--- config.mk ---
export PLATFORM = sky130hd
export DESIGN_NAME = mem_access_ctrl
export DESIGN_NICKNAME = d
export VERILOG_FILES = /design/src/rtl/mem_access_ctrl.sv
export SDC_FILE = /design/constraint.sdc
export NUM_CORES = 1
export LEC_CHECK = 0
export BUFFER_PORTS_ARGS = -buffer_cell sky130_fd_sc_hd__buf_2
export CAP_MARGIN = 0
export CORE_UTILIZATION = 35
export DETAILED_ROUTE_END_ITERATION = 10
export SYNTH_ARGS = -nofsm -noshare
export SYNTH_HDL_FRONTEND = slang
export SYNTH_SLANG_ARGS = --single-unit
--- constraint.sdc ---
create_clock -name clock -period 3.95 [get_ports clock]
set_input_delay 0 -clock clock [delete_from_list [all_inputs] [get_ports clock]]
set_output_delay 0 -clock clock [all_outputs]
set_load 0.005 [all_outputs]
--- src/rtl/mem_access_ctrl.sv ---
// rtl/mem_access_ctrl.sv - MEM-stage load/store sequencer for a word-addressed synchronous data RAM
module mem_access_ctrl #(
  parameter int ADDR_W  = 14,
  parameter int MEM_LAT = 1
) (
  input  logic              clock,
  input  logic              reset,
  input  logic              req_valid,
  input  logic              req_load,
  input  logic              req_signed,
  input  logic              req_byte,
  input  logic              req_half,
  input  logic [31:0]       req_addr,
  input  logic [31:0]       req_wdata,
  output logic              req_ready,
  output logic              stall,
  output logic              resp_valid,
  output logic              resp_err,
  output logic [31:0]       resp_rdata,
  output logic [ADDR_W-1:0] mem_addr,
  output logic              mem_re,
  output logic [3:0]        mem_we,
  output logic [31:0]       mem_wdata,
  input  logic [31:0]       mem_rdata
);

  typedef enum logic [1:0] {IDLE, ACCESS, WAIT, RESP} state_t;

  state_t      state;
  logic [2:0]  lat_cnt;
  logic        lat_load;
  logic        lat_signed;
  logic        lat_byte;
  logic        lat_half;
  logic [1:0]  lat_lane;

  logic        sel_byte;
  logic        sel_half;
  logic        misaligned;
  logic [1:0]  lane;
  logic [3:0]  st_we;
  logic [31:0] st_wdata;
  logic [31:0] ld_shift;
  logic [31:0] ld_ext;
  logic        unused_addr_hi;

  assign req_ready      = (state == IDLE);
  assign stall          = req_valid & ~resp_valid;
  assign lane           = req_addr[1:0];
  assign sel_byte       = req_byte;
  assign sel_half       = ~req_byte & req_half;
  assign misaligned     = (sel_half & req_addr[0]) |
                          (~req_byte & ~req_half & (req_addr[1:0] != 2'b00));
  assign unused_addr_hi = ^req_addr[31:ADDR_W+2];

  // Stores replicate the narrow value across all lanes; the byte enables pick the lane.
  always_comb begin
    st_we    = 4'b1111;
    st_wdata = req_wdata;
    if (sel_byte) begin
      st_we    = 4'b0001 << lane;
      st_wdata = {4{req_wdata[7:0]}};
    end else if (sel_half) begin
      st_we    = 4'b0011 << lane;
      st_wdata = {2{req_wdata[15:0]}};
    end
  end

  assign ld_shift = mem_rdata >> {lat_lane, 3'b000};

  always_comb begin
    ld_ext = ld_shift;
    if (lat_byte) begin
      ld_ext = {{24{lat_signed & ld_shift[7]}}, ld_shift[7:0]};
    end else if (lat_half) begin
      ld_ext = {{16{lat_signed & ld_shift[15]}}, ld_shift[15:0]};
    end
  end

  always_ff @(posedge clock) begin
    if (reset) begin
      state      <= IDLE;
      lat_cnt    <= 3'd0;
      lat_load   <= 1'b0;
      lat_signed <= 1'b0;
      lat_byte   <= 1'b0;
      lat_half   <= 1'b0;
      lat_lane   <= 2'b00;
      resp_valid <= 1'b0;
      resp_err   <= 1'b0;
      resp_rdata <= 32'd0;
      mem_addr   <= '0;
      mem_re     <= 1'b0;
      mem_we     <= 4'b0000;
      mem_wdata  <= 32'd0;
    end else begin
      mem_re     <= 1'b0;
      mem_we     <= 4'b0000;
      resp_valid <= 1'b0;
      case (state)
        IDLE: begin
          if (req_valid) begin
            lat_load   <= req_load;
            lat_signed <= req_signed;
            lat_byte   <= sel_byte;
            lat_half   <= sel_half;
            lat_lane   <= lane;
            if (misaligned) begin
              state      <= RESP;
              resp_valid <= 1'b1;
              resp_err   <= 1'b1;
              resp_rdata <= 32'd0;
            end else begin
              state    <= ACCESS;
              mem_addr <= req_addr[ADDR_W+1:2];
              if (req_load) begin
                mem_re <= 1'b1;
              end else begin
                mem_we    <= st_we;
                mem_wdata <= st_wdata;
              end
            end
          end
        end
        ACCESS: begin
          if (lat_load) begin
            state   <= WAIT;
            lat_cnt <= 3'(MEM_LAT);
          end else begin
            state      <= RESP;
            resp_valid <= 1'b1;
            resp_err   <= 1'b0;
            resp_rdata <= 32'd0;
          end
        end
        // The counter reaching 1 marks the cycle the RAM data is valid.
        WAIT: begin
          if (lat_cnt == 3'd1) begin
            state      <= RESP;
            lat_cnt    <= 3'd0;
            resp_valid <= 1'b1;
            resp_err   <= 1'b0;
            resp_rdata <= ld_ext;
          end else begin
            lat_cnt <= lat_cnt - 3'd1;
          end
        end
        RESP: begin
          state <= IDLE;
        end
        default: begin
          state <= IDLE;
        end
      endcase
    end
  end

endmodule

==> metrics.txt, run 1 <==
initial antenna violation count=0; vias in the first global route=4,487; most frequent cells in the layout=172 x buf_2, 96 x dfxtp_1, 64 x nand2_1; f_max=342 MHz; Top FF cell, synth=dfxtp_1; clk buf depth=2; drt pass-1 iters=5; clock tree from TritonCTS=built; CP Launch Type=register; Starting Density=0.357; Max-Cap Viols=0; H-tree depth reported by CTS=3; DR DRC count=0; Cell variety after synth=41; WHS Endpoint=mem_wdata[9]; share of power burned in registers=0.354; RSZ-0062 raised after global routing=false; Num Clock Sinks=96; CP Capture Type=register; gr usage total=0.195; DIE AREA=14,600 sq um; Slew Viols, Final=0; IO buf count=173; GRT Residual Overflow=0; Non-Filler Instances=901; area share of the largest cell type after synthesis=0.390; Yosys top cell by area=dfxtp_1; Gate power share=0.358; Via density=5.29; via count=4,769; wire per inst=15.7 um; Inst Count DP=841; number of flops mapped to enable cells by yosys=0; Final min period=2.92 ns; Syn Nets=646; CTS buffer count=9; Post-DP HPWL=9660 um; endpoints failing hold=0; drt first-iter violations=219; first-pass GRT wire length=22,300 um; flops & latches, synth=96; final worst path period share=0.740; Final Skew=0.0108 ns; Area Growth Syn to Fin=33.9%; final net count=830; total negative slack=0 ns; share of cells above drive strength 1=0.315; Worst Hold Path Cells=3; CTS resizes=0; clock network fraction of total power=0.288; Clock Latency Late Sink=0.35 ns; crit path DAT=3.22 ns; Synth Warn #=0; Sw Share=0.357; CP Class=reg2reg; NetSw=1200 uW; hold_sp=req_wdata[9]; Core ar.=13,800 sq um; Synth area leaders=dfxtp_1 39%, mux2i_1 7.5%, o32ai_2 6.6%; slew margin rel.=0.346; Leak=0.00280 uW; Cell Int Power=2160 uW; pwr/cell area=509 nW/um^2; ys async rst share=0; Die Width=121 um; status=finished, final reports clean; clock input transition at the sequential cells of the worst setup and hold paths=0.07 ns; reg2reg start=state[0]; antenna cells=0; I/O pin cnt=190; Cells after Synth=532; RePlAce Congestion=0.875; CTS Hold Buffers Added=44; CTS root buf=clkbuf_16; worst-case reg-to-reg path depth=8; Mean Syn Cell Area=9.27 sq um; worst hold path class=in2reg; largest net degree at the start of global routing=80; R2R setup slack=1.03 ns; Finish-stage setup viols=0; sequential share of the synthesized area=0.390; Tightest Pin Transition=0.981 ns; # rows=43; aggregate routed wire length=14,100 um; Worst VDD drop=0.000229 V; CP Data Required Time=4.24 ns; number of post-CTS setup repair buffers=0; CP max FO=48; mapped cell area=4930 sq um; RR Endpoint=mem_wdata[23]; Final ANT Viol Nets=0; Die Ht=121 um; most common cell after layout, fill and taps aside=buf_2
## synthesized netlist by cell type (5+ instances only)
library cell  instances
buf_1                 6
nand2b_1             30
mux2_1                7
nand4_1               8
nor3_1               10
ha_1                 11
clkbuf_1             24
o21ai_0              13
a311oi_1             12
a21oi_1              39
mux2i_1              37
mux4_2                7
dfxtp_1              96
o211ai_1              5
o21ai_1               9
nor2b_1               7
nor2_1               45
a221oi_1             17
nand2_1              64
a211oi_1             16
buf_2                12
o32ai_2              20
inv_1                 9
## area by class of cell
class,count,area [sq um]
fillers,1301,7230
flip-flops and latches,96,1920
clock buffers,9,225
inverters,9,33.8
multi-input cells,378,2750
clock inverters,7,104
well taps,180,225
repair buffers,222,1350
## per-stage QoR
| stage | hold slack [ns] | total power (uW) | worst slack [ns] | cell area (sq um) | util |
|---|---|---|---|---|---|
| 5_1_grt | 0.0522 | 3560 | 0.832 | 6600 | 0.477 |
| 2_1_floorplan | 0.117 | 2050 | 2.00 | 4930 | - |
| 4_1_cts | 0.0114 | 3380 | 1.13 | 6600 | 0.477 |
| 6_report | 0.00886 | 3360 | 1.03 | 6600 | 0.477 |
| 3_3_place_gp | 0.235 | 2340 | 1.55 | 5830 | 0.422 |
| 3_5_place_dp | 0.239 | 2360 | 1.48 | 5830 | 0.422 |
## cells by family after synthesis
family          count (synthesis)  share of synthesized area
buf+inv                        58                     0.0548
simple gates                  170                      0.161
flops                          96                      0.390
compound gates                146                      0.243
mux                            51                      0.123
fa+ha+maj                      11                     0.0279
## registers in the layout, indices dropped and copies added (netlist names)
signal	flops
lat_cnt	3
state	2
lat_byte	1
mem_re	1
lat_half	1
lat_load	1
mem_we	4
mem_addr	14
lat_lane	2
resp_valid	1
lat_signed	1
resp_err	1
resp_rdata	32
mem_wdata	32
## routing by layer
layer	vias up	share of wire	track usage
met4	0	0.022	0.0826
met1	2284	0.43	0.236
met2	151	0.49	0.330
met3	23	0.059	0.0443
li1	2311	-	-
met5	-	0	0
## worst max-delay path, cell delays in order (launching register included)
cell and delay, ns:
dfxtp_1 0.33, inv_1 0.14, ha_1 0.33, and2_1 0.43
o311a_1 0.24, buf_4 0.41, nor2_1 0.09, a311oi_1 0.28
dlygate4sd3_1 0.60
## power by group through the flow
stage	sequential, uW	clock, uW	combinational, uW
finish	1190	967	1200
detailed placement	1210	0	1160
CTS	1190	994	1200
global placement	1200	0	1140
floorplan	1190	0	862
global route	1210	1040	1320
## worst max-delay path by stage
stage,cells past startpoint,start,end
CTS,8,state[0],mem_wdata[18]
floorplan,8,state[1],resp_rdata[22]
global placement,6,state[0],resp_rdata[16]
finish,8,state[0],mem_wdata[23]
detailed placement,6,state[0],resp_rdata[19]
global route,8,state[0],mem_wdata[23]
(Power assumes the default switching activity.)
==> run 2: changes to the inputs <==
--- a/config.mk
+++ b/config.mk
@@ -5,6 +5,7 @@
 export SDC_FILE = /design/constraint.sdc
 export NUM_CORES = 1
 export LEC_CHECK = 0
+export ABC_AREA = 1
 export BUFFER_PORTS_ARGS = -buffer_cell sky130_fd_sc_hd__buf_2
 export CAP_MARGIN = 0
 export CORE_UTILIZATION = 35
==> constraint.sdc (replaced) <==
create_clock -name clock -period 2.4 [get_ports clock]
set_input_delay 0 -clock clock [delete_from_list [all_inputs] [get_ports clock]]
set_output_delay 0 -clock clock [all_outputs]
set_load 0.005 [all_outputs]
==> run 2 against run 1 <==
Routed wire length fell by 1.6%. Clock skew fell by 0.0041 ns. Register-to-register slack got worse by 0.70 ns. Area after synthesis fell by 5.2%. Critical path depth rose by 1. Critical endpoint is now resp_rdata[19].
==> metrics.txt, run 2 <==
crit path DAT=2.34 ns; Worst VDD drop=0.000469 V; CTS buffer count=9; antenna cells=0; Die Width=118 um; Starting Density=0.364; slew margin rel.=0.641; Final ANT Viol Nets=0; Final min period=2.07 ns; clock tree from TritonCTS=built; Final WS setup=0.332 ns; Syn Nets=808; worst slack, placed=0.335 ns; Leak=0.00306 uW; Yosys top cell by area=dfxtp_1; Post-DP HPWL=9860 um; Cells after Synth=694; H-tree depth reported by CTS=3; aggregate routed wire length=13,900 um; Via density=4.74; Clock Latency Late Sink=0.35 ns; endpoints failing hold=0; Slew Viols, Final=0; GRT Residual Overflow=0; clock input transition at the sequential cells of the worst setup and hold paths=0.07 ns; CP Capture Type=register; RePlAce Congestion=0.896; RR Endpoint=resp_rdata[19]; WHS Endpoint=mem_wdata[19]; first-pass GRT wire length=22,700 um; # rows=41; Finish-stage setup viols=0; Area Growth Syn to Fin=32.8%; clk buf depth=2; top cells by count, synth=213 x nand2_1, 96 x dfxtp_1, 96 x o21ai_0; Die Ht=118 um; Top FF cell, synth=dfxtp_1; share of cells above drive strength 1=0.241; most numerous cell in the Yosys netlist=nand2_1; via count=4,980; gr usage total=0.203; IO buf count=173; Placed Instance Area=5640 sq um; CTS root buf=clkbuf_16; R2R setup slack=0.33 ns; number of flops mapped to enable cells by yosys=0; largest net degree at the start of global routing=48; share of power burned in registers=0.351; mapped cell area=4670 sq um; f_max=484 MHz; worst hold path class=in2reg; CP max FO=24; most common cell after layout, fill and taps aside=nand2_1; status=finished, final reports clean; DIE AREA=13,800 sq um; Top Registers=mem_wdata x32, resp_rdata x32, mem_addr x14; worst-case reg-to-reg path depth=9; ys async rst share=0; CP Class=reg2reg; Cell Int Power=3560 uW; Num Clock Sinks=96; vias in the first global route=4,607; NetSw=2130 uW; CP Data Required Time=2.67 ns; design area=6210 sq um; most frequent cells in the layout=213 x nand2_1, 173 x buf_2, 96 x o21ai_0, 96 x dfxtp_1, 92 x nor2_1; CTS resizes=0; clock network fraction of total power=0.273; I/O pin cnt=190; Cell variety after synth=29; Worst Hold Path Cells=5; Final Skew=0.00679 ns; final net count=988; RSZ-0062 raised after global routing=false; total negative slack=0 ns; sequential share of the synthesized area=0.411; pwr/cell area=918 nW/um^2; area share of the largest cell type after synthesis=0.411; Mean Syn Cell Area=6.74 sq um; Synth Warn #=0; CP Launch Type=register; Sw Share=0.374; Synth area leaders=dfxtp_1 41%, nand2_1 17%, o21ai_0 10%; reg2reg start=state[0]; flops & latches, synth=96; Tightest Pin Transition=0.537 ns; hold_sp=req_wdata[19]; Core ar.=12,800 sq um; wire per inst=13.2 um; drt pass-1 iters=4; Max-Cap Viols=0; Gate power share=0.376; initial antenna violation count=0; final worst path period share=0.862; DR DRC count=0; drt first-iter violations=306
-- run 2: critical path: stages, from the launching register on --
cell and delay (ns):
dfxtp_1 0.39, inv_1 0.12, ha_1 0.27, nand2_1 0.11, nand2_1 0.11, nor2_1 0.16
nand3_2 0.12, nor2_4 0.46, nand2_1 0.11, a21oi_1 0.15
-- run 2: worst max-delay path by stage --
stage | slack [ns] | from | end
2_1_floorplan | 0.74 | state[0] | resp_rdata[10]
3_3_place_gp | 0.36 | state[0] | resp_rdata[29]
3_5_place_dp | 0.34 | state[0] | resp_rdata[19]
4_1_cts | 0.32 | state[0] | resp_rdata[19]
5_1_grt | 0.02 | state[0] | resp_rdata[18]
6_report | 0.33 | state[0] | resp_rdata[19]
-- run 2: logic make-up (layout without fill, tap and decap cells) --
group	count (synthesis)	count (layout)	share of synthesized area
compound gates	177	177	0.201
flops	96	96	0.411
simple gates	323	323	0.277
fa+ha+maj	11	11	0.0294
buf+inv	87	272	0.0816
-- run 2: what timing repair did --
action                    in CTS  in global routing
hold buffers                  25                  0
buffers inserted               0                  0
hold endpoints to repair      26                  0
-- run 2: through the flow --
stage	instances	hold WS, ns	power [uW]	utilization
2_1_floorplan	694	0.135	3500	-
3_3_place_gp	1010	0.224	4150	0.440
3_5_place_dp	1010	0.227	4150	0.440
4_1_cts	1051	0.00597	5750	0.484
5_1_grt	1051	0.0337	6160	0.484
6_report	1051	0.0143	5700	0.484
-- run 2: power groups by stage --
stage                     sequential (uW)  clock, uW  combinational [uW]
after floorplan                      2040          0                1470
after global placement               2030          0                2120
after detailed placement             2030          0                2120
after CTS                            2000       1600                2150
after global routing                 2040       1660                2460
final                                2000       1560                2140
-- run 2: layout make-up --
cell class                      instances  area [sq um]
Clock inverter                          6          91.3
Fill cell                            1338          6620
Sequential cell                        96          1920
Tap cell                              172           215
Multi-Input combinational cell        511          2370
Timing Repair Buffer                  210          1210
Inverter                               46           173
Clock buffer                           10           229
-- run 2: routing by layer --
| metal | vias up | global-route usage | wire length, um |
|---|---|---|---|
| met4 | 0 | 0.0625 | 197 |
| met3 | 12 | 0.0620 | 969 |
| met5 | - | 0 | 0 |
| met2 | 156 | 0.320 | 6130 |
| met1 | 2221 | 0.265 | 6620 |
| li1 | 2591 | - | - |
==> run 3: changes to the inputs <==
--- a/config.mk
+++ b/config.mk
@@ -9,6 +9,7 @@
 export BUFFER_PORTS_ARGS = -buffer_cell sky130_fd_sc_hd__buf_2
 export CAP_MARGIN = 0
 export CORE_UTILIZATION = 35
+export CTS_BUF_LIST = sky130_fd_sc_hd__clkbuf_4
 export DETAILED_ROUTE_END_ITERATION = 10
 export SYNTH_ARGS = -nofsm -noshare
 export SYNTH_HDL_FRONTEND = slang
==> constraint.sdc (replaced) <==
create_clock -name clock -period 1.85 [get_ports clock]
set_input_delay 0 -clock clock [delete_from_list [all_inputs] [get_ports clock]]
set_output_delay 0 -clock clock [all_outputs]
set_load 0.005 [all_outputs]
==> run 3 against run 2 <==
Highest routed layer unchanged. Non-clock buffer count up 68. Register-to-register slack got worse by 0.21 ns. Maximum frequency up 20%. Via count up 6.5%. Sequential cell count is the same. Clock skew increased by 0.020 ns. Critical path depth fell by 3. Final area rose by 8.3%. Hold slack improved by 0.0082 ns. Clock power down 31%.
==> metrics.txt, run 3 (synthesized netlist as in run 2, its figures left out) <==
worst slack, placed=0.0828 ns; I/O pin cnt=190; gr usage total=0.217; final net count=1,056; Worst path top cell family by delay=buffers and inverters; # rows=41; via count=5,303; GRT Residual Overflow=0; DR DRC count=0; CTS root buf=clkbuf_4; worst-case reg-to-reg path depth=6; CP Data Required Time=2.21 ns; CP peak stage delay=0.56 ns; Worst VDD drop=0.000533 V; first-pass GRT wire length=24,400 um; Fillers=1,321; aggregate routed wire length=15,100 um; share of cells above drive strength 1=0.245; CTS buffer count=9; vias in the first global route=5,083; clock input transition at the sequential cells of the worst setup and hold paths=0.16 ns; H-tree depth reported by CTS=3; CP Launch Type=register; most common cell after layout, fill and taps aside=nand2_1; ordered cell list for the critical path=buf_4 -> o21ai_0 -> a21oi_1 -> dlygate4sd3_1 -> o21ai_0 -> a21oi_1; Top Registers=mem_wdata x32, resp_rdata x32, mem_addr x14; most frequent cells in the layout=211 x nand2_1, 173 x buf_2, 96 x o21ai_0; Slew Viols, Final=0; Post-DP HPWL=10,000 um; initial antenna violation count=0; f_max=579 MHz; pwr/cell area=1020 nW/um^2; Final min period=1.73 ns; largest net degree at the start of global routing=48; Num Clock Sinks=96; Tightest Pin Transition=0.689 ns; antenna cells=0; worst hold path class=in2reg; WP depth=6; IO buf count=173; Finish-stage setup viols=0; final worst path period share=0.933; Die Width=118 um; CP bufs+invs=2; RePlAce Congestion=0.892; wire per inst=13.5 um; CP Class=reg2reg; Slowest-stage cell, CP=dlygate4sd3_1; CP Capture Type=register; Final ANT Viol Nets=0; Core ar.=12,800 sq um; Final WS setup=0.124 ns; Starting Density=0.364; number of post-CTS setup repair buffers=0; Worst Hold Path Cells=5; Leak=0.00327 uW; Via density=4.74; status=finished, final reports clean; Final Skew=0.0269 ns; Max-Cap Viols=0; total negative slack=0 ns; drt pass-1 iters=4; Area Growth Syn to Fin=43.9%; endpoints failing hold=0; RSZ-0062 raised after global routing=false; slew margin rel.=0.540; Clock Latency Late Sink=0.47 ns; CP max FO=12; drt first-iter violations=366; clk buf depth=2; DIE AREA=13,800 sq um; clock tree from TritonCTS=built; Die Ht=118 um; crit path DAT=2.09 ns
==> run 3: repair_timing <==
| item | CTS | global route |
|---|---|---|
| endpoints found under the hold margin | 72 | 0 |
| gates resized for setup | 0 | 8 |
| hold buffers | 80 | 0 |
| setup endpoints to repair | 0 | 33 |
==> run 3: worst min-delay path: stages <==
cell and delay, ns:
buf_2 0.11, nand2_1 0.08, o221ai_1 0.14, nand2_1 0.09, a21oi_1 0.05
==> run 3: through the flow <==
step	util	instance area, sq um	power (uW)	std cells	hold slack [ns]
4_1_cts	0.522	6690	6830	1119	0.000619
2_1_floorplan	-	4670	4540	694	0.135
6_report	0.524	6730	6830	1119	0.0225
5_1_grt	0.524	6730	7430	1119	0.0245
3_5_place_dp	0.450	5770	5580	1023	0.228
3_3_place_gp	0.450	5770	5580	1023	0.224
==> run 3: where the power goes <==
part	total (uW)	internal, uW	switching [uW]
Combinational	3160	1310	1850
Clock	1070	297	776
Sequential	2610	2410	192
Total	6830	4020	2820
==> run 3: metal layers <==
metal  share of wire  global-route usage  vias to the layer above  routed length [um]
li1                -                   -                     2739                   -
met4           0.031               0.105                        0                 473
met2            0.43               0.345                      210                6520
met5               0                   0                        -                   0
met1            0.47               0.276                     2319                7070
met3           0.066              0.0480                       35                1000
==> run 3: layout make-up <==
cell class                 count  area (sq um)  share of cell area
sequential                    96          1920               0.286
inverter                      46           179              0.0266
multi-input combinational    511          2380               0.354
tap                          172           215              0.0320
timing repair buffer         278          1910               0.284
clock buffer                  10          75.1              0.0112
clock inverter                 6          43.8             0.00651
==> run 3: path summary, 6_finish.rpt <==
kind / from / end / slack, ns
worst max-delay path: lat_lane[0] / resp_rdata[5] / 0.12
worst min-delay path: mem_rdata[25] / resp_rdata[9] / 0.02
worst max register to register: lat_lane[0] / resp_rdata[5] / 0.12
worst min register to register: resp_rdata[8] / resp_rdata[8] / 0.47
